==> config.mk <==
export PLATFORM = sky130hd
export DESIGN_NAME = mul_pipeline
export DESIGN_NICKNAME = d
export VERILOG_FILES = /design/src/rtl/riscv_pkg.sv /design/src/rtl/mul_stage_reg.sv /design/src/rtl/mul_pipeline.sv
export SDC_FILE = /design/constraint.sdc
export NUM_CORES = 2
export LEC_CHECK = 0
export BUFFER_PORTS_ARGS = -buffer_cell sky130_fd_sc_hd__buf_4
export CELL_PAD_IN_SITES_DETAIL_PLACEMENT = 0
export CELL_PAD_IN_SITES_GLOBAL_PLACEMENT = 1
export CORE_MARGIN = 2
export CORE_UTILIZATION = 45
export DETAILED_ROUTE_END_ITERATION = 8
export PLACE_DENSITY = 0.82
export REMOVE_ABC_BUFFERS = 1
export SETUP_SLACK_MARGIN = 0.2
export SLEW_MARGIN = 20
export SYNTH_ARGS = -nofsm -noshare
export SYNTH_HDL_FRONTEND = slang
export SYNTH_HIERARCHICAL = 1
export SYNTH_SLANG_ARGS = --single-unit
export TNS_END_PERCENT = 20
==> constraint.sdc <==
create_clock -name aclk -period 5.2 [get_ports aclk]
set_input_delay 1.04 -clock aclk [delete_from_list [all_inputs] [get_ports aclk]]
set_output_delay 1.04 -clock aclk [all_outputs]
set_load 0.01 [all_outputs]
==> src/rtl/riscv_pkg.sv <==
// riscv_pkg: shared RV32 opcode/funct constants and the multiplier stage record.
package riscv_pkg;
  localparam int XLEN = 32;
  localparam int REG_W = 5;
  localparam logic [6:0] OPCODE_ALU = 7'b0110011;
  localparam logic [6:0] MUL_FUNCT7 = 7'b0000001;
  localparam logic [2:0] F3_MUL = 3'b000;
  localparam logic [2:0] F3_MULH = 3'b001;
  localparam logic [2:0] F3_MULHSU = 3'b010;
  localparam logic [2:0] F3_MULHU = 3'b011;
  typedef struct packed {
    logic valid;
    logic [REG_W-1:0] rd;
    logic [2:0] funct3;
    logic [2*XLEN-1:0] product;
  } mul_stage_t;
endpackage

==> src/rtl/mul_stage_reg.sv <==
// mul_stage_reg: one multiplier pipeline stage; flush kills the op, adv shifts it in.
module mul_stage_reg
  import riscv_pkg::*;
(
  input  logic       aclk,
  input  logic       arst,
  input  logic       i_adv,
  input  logic       i_flush,
  input  mul_stage_t i_d,
  output mul_stage_t o_q
);
  mul_stage_t r_q;
  always_ff @(posedge aclk or posedge arst)
    if (arst) r_q <= '0;
    else if (i_flush) r_q.valid <= 1'b0;
    else if (i_adv) r_q <= i_d;
  assign o_q = r_q;
endmodule

==> src/rtl/mul_pipeline.sv <==
// mul_pipeline: STAGES-deep RV32M multiplier with stall, backpressure and flush.
// Define MUL_HIGH_EN to support MULH/MULHSU/MULHU; otherwise only the low product half.
module mul_pipeline
  import riscv_pkg::*;
#(
  parameter int WORD_SIZE = XLEN,
  parameter int STAGES = 5,
  parameter int RD_W = REG_W
) (
  input  logic                 aclk,
  input  logic                 arst,
  input  logic                 in_valid,
  output logic                 in_ready,
  input  logic [WORD_SIZE-1:0] in_op1,
  input  logic [WORD_SIZE-1:0] in_op2,
  input  logic [2:0]           in_funct3,
  input  logic [RD_W-1:0]      in_rd,
  input  logic                 flush,
  output logic                 out_valid,
  input  logic                 out_ready,
  output logic [WORD_SIZE-1:0] out_result,
  output logic [RD_W-1:0]      out_rd,
  output logic                 busy,
  output logic [2**RD_W-1:0]   stage_rd_mask
);
  logic w_adv;
  logic [2*WORD_SIZE-1:0] w_prod;
  mul_stage_t w_d;
  mul_stage_t w_last;
  mul_stage_t w_q [STAGES];
  assign w_last = w_q[STAGES-1];
  assign w_adv = !w_last.valid || out_ready;
  assign in_ready = w_adv && !flush;
`ifdef MUL_HIGH_EN
  logic w_sx1, w_sx2, w_hi, w_unused;
  logic signed [WORD_SIZE:0] w_a, w_b;
  logic signed [2*WORD_SIZE+1:0] w_full;
  assign w_sx1 = in_funct3 == F3_MULH || in_funct3 == F3_MULHSU;
  assign w_sx2 = in_funct3 == F3_MULH;
  assign w_a = {w_sx1 && in_op1[WORD_SIZE-1], in_op1};
  assign w_b = {w_sx2 && in_op2[WORD_SIZE-1], in_op2};
  assign w_full = w_a * w_b;
  assign w_prod = w_full[2*WORD_SIZE-1:0];
  // funct3 1xx is never routed here; it falls through to the low half like MUL
  assign w_hi = w_last.funct3 == F3_MULH || w_last.funct3 == F3_MULHSU || w_last.funct3 == F3_MULHU;
  assign out_result = w_hi ? w_last.product[2*WORD_SIZE-1:WORD_SIZE] : w_last.product[WORD_SIZE-1:0];
  assign w_unused = ^w_full[2*WORD_SIZE+1:2*WORD_SIZE];
`else
  logic w_unused;
  assign w_prod = {{WORD_SIZE{1'b0}}, in_op1 * in_op2};
  assign out_result = w_last.product[WORD_SIZE-1:0];
  assign w_unused = ^{in_funct3, w_last.funct3, w_last.product[2*WORD_SIZE-1:WORD_SIZE]};
`endif
  always_comb begin
    w_d = '0;
    w_d.valid = in_valid && in_ready;
    w_d.rd = in_rd;
    w_d.product = w_prod;
`ifdef MUL_HIGH_EN
    w_d.funct3 = in_funct3;
`endif
  end
  for (genvar i = 0; i < STAGES; i++) begin : g_stage
    if (i == 0) begin : g_first
      mul_stage_reg u_stage (.aclk, .arst, .i_adv(w_adv), .i_flush(flush), .i_d(w_d), .o_q(w_q[i]));
    end else begin : g_rest
      mul_stage_reg u_stage (.aclk, .arst, .i_adv(w_adv), .i_flush(flush), .i_d(w_q[i-1]), .o_q(w_q[i]));
    end
  end
  assign out_valid = w_last.valid;
  assign out_rd = w_last.rd;
  always_comb begin
    busy = 1'b0;
    stage_rd_mask = '0;
    for (int i = 0; i < STAGES; i++) begin
      busy = busy | w_q[i].valid;
      if (w_q[i].valid && w_q[i].rd != '0) stage_rd_mask[w_q[i].rd] = 1'b1;
    end
  end
endmodule
---- Word level (Yosys, flattened, before mapping) ----
Index checks and enable logic that the tools add are counted.
word-level totals
  register bits after elaboration ......... 190
  input port bits ......................... 77
  output and inout bits ................... 72
  word-level logic and storage cells ...... 82
cells by class
  $mul .................................... 1
  magnitude comparators ................... 10
  muxes and demuxes ....................... 25
  bitwise gates (word level) .............. 9
  reductions and logical operators ........ 22
operators by type and width
  kind                                                                           count
  73-bit two-way mux                                                             5
  32-bit two-way mux                                                             5
  32-bit OR                                                                      4
  32-bit by 32-bit multiplier with 32-bit output                                 1
  5-bit by 6-bit less-than comparator with 1-bit output (second input constant)  5
  1-bit demux with 5-bit select                                                  5
  5-bit by 1-bit >= comparator with 1-bit output (second input constant)         5
  5-bit nonzero test                                                             5
  1-bit logical AND                                                              12
  1-bit two-way mux                                                              10
  1-bit OR                                                                       4
  1-bit zero test                                                                2
  2-bit AND reduction                                                            1
  2-bit nonzero test                                                             1
  1-bit logical OR                                                               1
  1-bit inverter                                                                 1

---- Logic depth before layout (Yosys ltp) ----
  word-level depth ........................ 13
  mapped depth ............................ 27
  depth with buffers taken out ............ 26

---- By module ----
Netlist, hierarchy kept.
by module, submodules not included
  module         instances  cells each  area each (um^2)  sequential area each (um^2)
  mul_pipeline   1          2005        17062.6           0.0
  mul_stage_reg  5          157         3091.7            1826.8

---- Worst setup path before layout ----
OpenSTA, ideal clock, no wires.
  kind .................................... input -> register
  start ................................... input port in_op1[12]
  end ..................................... register g_stage[0].g_first.u_stage.r_q, in the netlist g_stage[0].g_first.u_stage/o_q[31]
  setup time .............................. 125 ps
  arrival time ............................ 7514 ps
  required time ........................... 5075 ps
  path slack .............................. -2439 ps
  stages on the path ...................... 26
  path buffers ............................ 2
  cell sequence ........................... clkbuf_1 -> clkbuf_1 -> nand2_1 -> fa_1 -> inv_1 -> fa_1 -> inv_1 -> fa_1 -> inv_1 -> fa_1 -> fa_1 -> inv_1 -> fa_1 -> fa_1 -> fa_1 -> inv_1 -> ha_1 -> a21o_1 -> a21o_1 -> a21o_1 -> a21o_1 -> a21oi_1 -> nor3b_1 -> a21oi_1 -> xnor2_1 -> mux2_4
RTL lines
  item                  RTL line             text
  start, declared       mul_pipeline.sv:14   input logic [WORD_SIZE-1:0] in_op1,
  end signal, assigned  mul_stage_reg.sv:16  else if (i_adv) r_q <= i_d;
  end, declared         mul_stage_reg.sv:12  mul_stage_t r_q;

==> results.md <==
- Final hold violation count: 0
- Routed length per instance: ~19 um
- Layout area overhead: 18.9%
- Post-Route WL: 66000 um
- Min-Delay Path Class: reg -> reg
- Starting density of the core: around 46%
- Io pins: approximately 150
- H-tree lvl count: 4
- Post-route ant nets: 0
- Drt pass-1 iters: 5
- Data required, critical path: roughly 5.5 ns
- CTS Buffer Depth: 2
- Initial DRC count: 961
- Total number of vias: 17.6k
- WHS Path Cells: 1
- Final #Nets: 3328
- R2R Path Start: g_stage[4].g_rest.u_stage/o_q[72]
- Gate Count Post-Synth: ~2.4k
- F_max: ~0.14 GHz
- Num rows: between 80 and 90
- Die footprint: 0.0582 mm^2
- Mean Syn Cell Area: 10.4 um^2
- Layout cells sized above 1: 28.5%
- DP Wirelength: 54900 um
- Reg2reg path depth: 4
- Most frequent cells in the layout: inv_1 (402), fa_1 (379), buf_4 (331), nand2_1 (302), and2_1 (229)
- Cell area after layout: 0.0301 mm^2
- Hold WS: ~0.50 ns
- WS Path Type: in -> reg
- Gpl congestion: around 0.97
- Crit Path Max Fanout: 5
- Most common cell after layout, fill and taps aside: inv_1
- Total GRT Usage: a little under a quarter
- Die width: between 200 and 250 um
- Root buf cell: clkbuf_16
- Antenna violations before repair: 0
- RSZ-0062 raised after global routing: true
- Crit start category: input pin
- DR DRC count: 0
- Max Slew Vio Count: 0
- Fin util: 54.4%
- CTS tree: done
- Vias in the first global route: 19.1k
- Yosys Warn Count: 6
- Final Critical Period: ~7 ns
- Total congestion overflow: 0
- Hold Crit Start: g_stage[1].g_rest.u_stage/o_q[29]
- Max-slew headroom: 30.3%
- Worst EP arrival: 7.26 ns
- First-pass GRT wire length: 106000 um
- Input/output buffers: 144
- Largest net degree at the start of global routing: 39
- Setup WS post-layout: -1.74 ns
- Place WS: -2.49 ns
- Setup Skew: around 0.0063 ns
- Drt via density: 5.06
- Final period utilization: 133%
- CORE AREA: 0.0553 mm^2
- Clock Latency Late Sink: 0.43 ns
- Worst-Margin Slew: 1.04 ns
- Mapped Area: 0.0253 mm^2
- CTS clk-pin slew, worst paths: 0.07 ns
- CTS sink cnt: between 150 and 200
- # diodes: 0
- Max_cap viols: 0
- Cts hold-fix bufs: 0
- Area after DPL: around 0.028 mm^2
- Critical path endpoint category: flip-flop
- CTS Buf Count: 17
- Worst r2r dst: g_stage[0].g_first.u_stage/o_q[6]
- Final setup viols: 24
- Die H: 241 um
- WHS Endpoint: g_stage[2].g_rest.u_stage/o_q[29]
- R2R Setup Slk: 2.42 ns
- Outcome: finished, violations left
- Failing checks: setup timing
-- state kept, by name (all words and copies together), names as in the netlist --
name,count
g_stage.g_rest.u_stage/o_q,152
g_stage.g_first.u_stage/o_q,38
-- metrics by stage --
| stage | setup TNS [ns] | std cells |
|---|---|---|
| global route | -36.26 | 3481 |
| floorplan | -30.89 | 2302 |
| global placement | -46.62 | 3421 |
| CTS | -32.70 | 3477 |
| detailed placement | -48.83 | 3421 |
| finish | -32.60 | 3481 |
-- how the worst max path moves through the flow --
stage | from | to | slack [ns] | depth (start not counted)
2_1_floorplan | in_op1[22] | g_stage[0].g_first.u_stage/o_q[31] | -2.02 | 23
3_3_place_gp | in_op2[8] | g_stage[0].g_first.u_stage/o_q[31] | -2.41 | 25
3_5_place_dp | in_op2[2] | g_stage[0].g_first.u_stage/o_q[31] | -2.49 | 24
4_1_cts | in_op1[17] | g_stage[0].g_first.u_stage/o_q[31] | -1.78 | 24
5_1_grt | in_op1[21] | g_stage[0].g_first.u_stage/o_q[31] | -1.93 | 24
6_report | in_op1[19] | g_stage[0].g_first.u_stage/o_q[31] | -1.74 | 24
-- critical path, stage by stage --
cell     delay [ns]
buf_6          0.12
and2_4         0.16
fa_1           0.50
fa_1           0.51
inv_1          0.06
fa_1           0.49
fa_1           0.56
inv_2          0.05
fa_1           0.53
inv_2          0.05
fa_1           0.50
fa_1           0.43
fa_1           0.51
inv_2          0.05
ha_4           0.21
a21o_1         0.18
a21o_1         0.16
a21o_1         0.19
a21o_1         0.17
a21oi_2        0.14
nor3b_2        0.21
a21oi_2        0.08
xnor2_1        0.13
mux2_4         0.25
-- layer usage --
metal  GRT usage [%]  vias to the layer above  part of all wire [%]
met1            31.4                     9022                    44
met4            6.19                        0                   2.2
met5               0                        -                     0
met3            2.15                       77                   4.2
met2            40.9                      448                    50
li1                -                     8053                     -
-- area by class of cell --
| class | instances | area [um^2] |
|---|---|---|
| well taps | 748 | 936 |
| flip-flops and latches | 190 | 4750 |
| clock inverters | 11 | 146 |
| clock buffers | 21 | 480 |
| repair buffers | 399 | 3440 |
| multi-input cells | 1687 | 18700 |
| inverters | 425 | 1600 |
| fillers | 4807 | 25200 |
-- timing repair --
action / CTS / global route
buffers inserted: 21 / 4
cloned: 3 / 0
resized for setup: 148 / 86
pin swaps: 107 / 83
setup endpoints to repair: 24 / 25
Power is not shown: default switching activity piles up to over one toggle a cycle in this logic, so the estimate is an artifact.
